--- src/rtl/decode_forward_unit.sv ---
// Decode-stage forwarding and hazard unit: tracks in-flight destination tags and
// resolves NUM_SRC decode operands against later-stage results, stalling when needed.
module decode_forward_unit #(
    parameter int DATA_W  = 32,
    parameter int REG_W   = 5,
    parameter int NUM_SRC = 2,
    parameter int DEPTH   = 3,
    parameter int CNT_W   = 16
) (
    input  logic                      clk,
    input  logic                      reset_n,
    input  logic                      id_valid,
    input  logic [NUM_SRC*REG_W-1:0]  id_src,
    input  logic [NUM_SRC*DATA_W-1:0] id_rd_data,
    input  logic [REG_W-1:0]          id_dest,
    input  logic                      id_regwrite,
    input  logic                      id_is_load,
    input  logic [DEPTH*DATA_W-1:0]   stage_data,
    input  logic                      flush,
    output logic [NUM_SRC*DATA_W-1:0] fwd_data,
    output logic [NUM_SRC*2-1:0]      fwd_sel,
    output logic                      stall,
    output logic [CNT_W-1:0]          stall_cnt
);

    logic [DEPTH-1:0] tag_valid_reg;
    logic [DEPTH-1:0] tag_regwrite_reg;
    logic [DEPTH-1:0] tag_load_reg;
    logic [REG_W-1:0] tag_dest_reg [DEPTH];
    logic [CNT_W-1:0] stall_cnt_reg;
    logic [CNT_W-1:0] stall_cnt_next;
    logic [NUM_SRC-1:0] op_stall;
    logic entry_load;
    logic unused_bits;

    // Slice 0 of stage_data is never a source, and only entry 1's load flag matters.
    assign unused_bits = ^{stage_data[DATA_W-1:0], tag_load_reg};

    genvar gi, gk;
    generate
        for (gi = 0; gi < NUM_SRC; gi++) begin : g_op
            logic [REG_W-1:0]  src;
            logic [DEPTH-1:0]  hit;
            logic [DATA_W-1:0] data_next;
            logic [1:0]        sel_next;
            logic              stall_next;

            assign src = id_src[gi*REG_W +: REG_W];

            for (gk = 0; gk < DEPTH; gk++) begin : g_hit
                assign hit[gk] = tag_valid_reg[gk] && tag_regwrite_reg[gk] &&
                                 (tag_dest_reg[gk] == src) && (src != '0);
            end

            // Scan oldest to youngest so the youngest match overrides.
            always_comb begin
                data_next  = id_rd_data[gi*DATA_W +: DATA_W];
                sel_next   = 2'd0;
                stall_next = 1'b0;
                for (int k = DEPTH - 1; k >= 1; k--) begin
                    if (hit[k]) begin
                        if (k == 1 && tag_load_reg[1]) begin
                            stall_next = 1'b1;
                            sel_next   = 2'd3;
                            data_next  = id_rd_data[gi*DATA_W +: DATA_W];
                        end else begin
                            stall_next = 1'b0;
                            sel_next   = (k == 1) ? 2'd1 : 2'd2;
                            data_next  = stage_data[k*DATA_W +: DATA_W];
                        end
                    end
                end
                if (hit[0]) begin
                    stall_next = 1'b1;
                    sel_next   = 2'd3;
                    data_next  = id_rd_data[gi*DATA_W +: DATA_W];
                end
            end

            assign fwd_data[gi*DATA_W +: DATA_W] = data_next;
            assign fwd_sel[gi*2 +: 2]            = sel_next;
            assign op_stall[gi]                  = stall_next;
        end
    endgenerate

    assign stall      = id_valid && (|op_stall);
    assign entry_load = id_valid && !stall && !flush;
    assign stall_cnt  = stall_cnt_reg;

    always_comb begin
        stall_cnt_next = stall_cnt_reg;
        if (stall && (stall_cnt_reg != {CNT_W{1'b1}}))
            stall_cnt_next = stall_cnt_reg + 1'b1;
    end

    always_ff @(posedge clk) begin
        if (!reset_n) begin
            tag_valid_reg    <= '0;
            tag_regwrite_reg <= '0;
            tag_load_reg     <= '0;
            for (int k = 0; k < DEPTH; k++)
                tag_dest_reg[k] <= '0;
            stall_cnt_reg    <= '0;
        end else begin
            tag_valid_reg    <= {tag_valid_reg[DEPTH-2:0], entry_load};
            tag_regwrite_reg <= {tag_regwrite_reg[DEPTH-2:0], id_regwrite};
            tag_load_reg     <= {tag_load_reg[DEPTH-2:0], id_is_load};
            tag_dest_reg[0]  <= id_dest;
            for (int k = 1; k < DEPTH; k++)
                tag_dest_reg[k] <= tag_dest_reg[k-1];
            stall_cnt_reg    <= stall_cnt_next;
        end
    end

endmodule
--- config.mk ---
export PLATFORM = sky130hd
export DESIGN_NAME = decode_forward_unit
export DESIGN_NICKNAME = d
export VERILOG_FILES = /design/src/rtl/decode_forward_unit.sv
export SDC_FILE = /design/constraint.sdc
export NUM_CORES = 1
export LEC_CHECK = 0
export BUFFER_PORTS_ARGS = -buffer_cell sky130_fd_sc_hd__buf_4
export CAP_MARGIN = 40
export CORE_ASPECT_RATIO = 1.2
export CORE_MARGIN = 2
export CORE_UTILIZATION = 30
export CTS_CLUSTER_DIAMETER = 80
export CTS_CLUSTER_SIZE = 16
export DETAILED_ROUTE_END_ITERATION = 10
export SKIP_LAST_GASP = 1
export SLEW_MARGIN = 0
export SYNTH_ARGS = -nofsm -noshare
export SYNTH_HDL_FRONTEND = slang
export SYNTH_SLANG_ARGS = --single-unit
--- constraint.sdc ---
create_clock -name clk -period 3.49 [get_ports clk]
set_input_delay 0.698 -clock clk [delete_from_list [all_inputs] [get_ports clk]]
set_output_delay 0.698 -clock clk [all_outputs]
set_load 0.02 [all_outputs]
==> results.sh <==
export IMPL_status="finished clean"
export IMPL_pre_cts_slack_ps=-30.6
export IMPL_rsz0062_at_grt="true"
export IMPL_setup_violations=0
export IMPL_crit_type="in -> out"
export IMPL_vias_per_cell=5.40
export IMPL_place_inst=790
export IMPL_grt_max_degree=35
export IMPL_ys_seq_area_share_pct=22.4
export IMPL_fin_cells=812
export IMPL_power_leakage_nw=2.50
export IMPL_async_reset_ff_share_pct=0
export IMPL_antenna_left=0
export IMPL_final_cell_mix="244 x buf_4, 42 x mux2i_1, 39 x a22oi_1, 39 x dfxtp_1, 30 x o21ai_0"
export IMPL_crit_slowest_cell="or4_4"
export IMPL_avgSynthCellArea_sq_um=8.35
export IMPL_max_slew_margin_rel_pct=59.3
export IMPL_synth_ff_latch_count=39
export IMPL_gp_congestion=0.908
export IMPL_ff2ff_setup_slack_ps=990
export IMPL_yosysUniqueCellTypes=54
export IMPL_required_ps=2790
export IMPL_largest_reg_flops=16
export IMPL_fin_skew_ps=7.47
export IMPL_fin_setup_tns_ps=0
export IMPL_max_cap_violations=0
export IMPL_die_y_microns=122
export IMPL_cts_buffers=5
export IMPL_port_buffers=233
export IMPL_htree_levels=2
export IMPL_cp_end_kind="primary output"
export IMPL_antenna_found_initial=5
export IMPL_track_usage_pct=21.8
export IMPL_p_total_mw=1.38
export IMPL_setup_slack_ps=27.1
export IMPL_insertion_delay_ps=280
export IMPL_fillCellCount=1086
export IMPL_post_dp_hpwl_microns=11600
export IMPL_initial_core_util_pct=30.4
export IMPL_drc=0
export IMPL_ys_warn_count=0
export IMPL_synth_edff_count=0
export IMPL_ys_flop_type="dfxtp_1"
export IMPL_hold_buffers=0
export IMPL_rows=43
export IMPL_ir_drop_v=0.000203
export IMPL_clock_sinks=39
export IMPL_grt_pass1_wl_microns=21400
export IMPL_area_growth_syn_to_layout_pct=69.7
export IMPL_min_period_over_period_pct=99.2
export IMPL_synthCells=417
export IMPL_cts_root_buf="clkbuf_16"
export IMPL_synth_area_sq_um=3480
export IMPL_mostFrequentLayoutCell="buf_4"
export IMPL_pwr_density_cell_nw_per_um2=234
export IMPL_coreArea_sq_um=11500
export IMPL_overflow=0
export IMPL_critPathMostFrequentCell="buf_4"
export IMPL_synth_nets=599
export IMPL_cts_tree="yes"
export IMPL_firstDrtPassIters=5
export IMPL_min_period_ps=3460
export IMPL_nets=834
export IMPL_cts_path_max_buffers=2
export IMPL_pin_count=266
export IMPL_hold_class="reg -> reg"
export IMPL_grt_pass1_vias=4132
export IMPL_avgRoutedWirePerCell_microns=19.1
export IMPL_path_max_fanout=33
export IMPL_tightest_slew_ps=606
export IMPL_drt_wl_total_microns=15500
export IMPL_drive_above_1_share_pct=45.9
export IMPL_path_delay_family="simple AND/OR/NAND/NOR gates"
export IMPL_fmax_mhz=289
export IMPL_drtIter0Drc=203
export IMPL_cp_start_kind="input pin"
export IMPL_critPathArrivalTime_ps=2760
export IMPL_fp_dieW_microns=102
export IMPL_vias=4388
export IMPL_hold_viol_final=0
export IMPL_slew_violations=0
export IMPL_crit_buf_inv=3
export IMPL_fp_dieArea_sq_um=12500
export IMPL_worstPathCellList="buf_4 > or4_4 > o211a_4 > and2_4 > or2_1 > buf_12 > a22oi_1 > o21ai_1 > buf_4"
export IMPL_clk_pin_slew_ps=60
export IMPL_cpPeakStageDelay_ps=550
==> metrics by stage <==
stage / instance area (sq um) / utilization [%] / hold WS (ps)
after global placement: 5480 / 47.8 / 417
after global routing: 5910 / 51.6 / 466
final: 5910 / 51.6 / 437
after floorplan: 3480 / - / 412
after detailed placement: 5480 / 47.8 / 419
after CTS: 5650 / 49.3 / 439
==> final timing paths <==
| kind | start | depth (start not counted) | to |
|---|---|---|---|
| max | id_src[1] | 9 | fwd_data[21] |
| min | tag_load_reg[0] | 1 | tag_load_reg[1] |
| max reg2reg | tag_dest_reg[0][0] | 8 | stall_cnt[5] |
| min reg2reg | tag_load_reg[0] | 1 | tag_load_reg[1] |
==> area by class of cell <==
type | instances | area [sq um] | share of cell area, %
sequential | 39 | 781 | 13.2
multi-input combinational | 339 | 2600 | 44.0
tap | 157 | 196 | 3.32
timing repair buffer | 262 | 2130 | 36.1
antenna | 2 | 5.00 | 0.0847
clock buffer | 6 | 139 | 2.35
clock inverter | 2 | 35.0 | 0.593
inverter | 5 | 18.8 | 0.318
==> worst reg2reg max path: stages (launching register included) <==
cell and delay [ps]:
dfxtp_1 410, xnor2_2 130, nand4_1 180, nor4_4 510, buf_4 210, nor4_4 50, buf_4 250, or4_1 550
a21oi_2 140
==> routing by layer <==
| metal | vias to the layer above | part of all wire (%) | track usage [%] |
|---|---|---|---|
| met2 | 206 | 50 | 39.0 |
| met1 | 2066 | 37 | 24.2 |
| met3 | 37 | 9.8 | 7.52 |
| met5 | - | 0.30 | 0 |
| met4 | 6 | 2.1 | 6.42 |
| li1 | 2073 | - | - |
==> power breakdown <==
group	internal, mW	switching [mW]	total [mW]	leakage [nW]
Clock	0.355	0.170	0.525	0.0869
Combinational	0.216	0.176	0.391	2.09
Sequential	0.456	0.00927	0.465	0.318
==> cells by family (layout without fill, tap and decap cells) <==
group                      count (synthesis)  after routing  synth area share, %
buffers and inverters                     39            275                 5.53
and+or+nand+nor                          125            125                 23.3
AOI/OAI and AO/OA                        143            143                 29.2
adders and majority gates                  1              1                0.359
xor gates and xnor gates                  28             28                 7.04
DFF                                       39             39                 22.4
muxes                                     42             42                 12.1
other                                      0              2                    0
==> synthesized netlist by cell type (all sizes together), types with 6 or more instances <==
| cell | n | area [sq um] |
|---|---|---|
| dfxtp | 39 | 781 |
| buf | 16 | 106 |
| a22oi | 41 | 308 |
| and2 | 24 | 153 |
| mux2i | 42 | 420 |
| nor2b | 23 | 144 |
| o31ai | 10 | 75.1 |
| nor4 | 6 | 80.1 |
| nand4 | 9 | 56.3 |
| xnor2 | 18 | 158 |
| xor2 | 10 | 87.6 |
| a21oi | 13 | 87.6 |
| o21ai | 46 | 234 |
| or4 | 11 | 86.3 |
| clkbuf | 18 | 67.6 |
| nand3 | 9 | 45.0 |
| nor2 | 8 | 32.5 |
| a221o | 21 | 210 |
| nand2 | 10 | 37.5 |
==> repair_timing <==
action                                  4_1_cts  5_1_grt
pin swaps                                     0        6
resized for setup                             1       23
endpoints found under the setup margin       15       31
setup buffers                                 0        7
cloned                                        0        5
No activity file was read; power rests on OpenSTA's default activity.
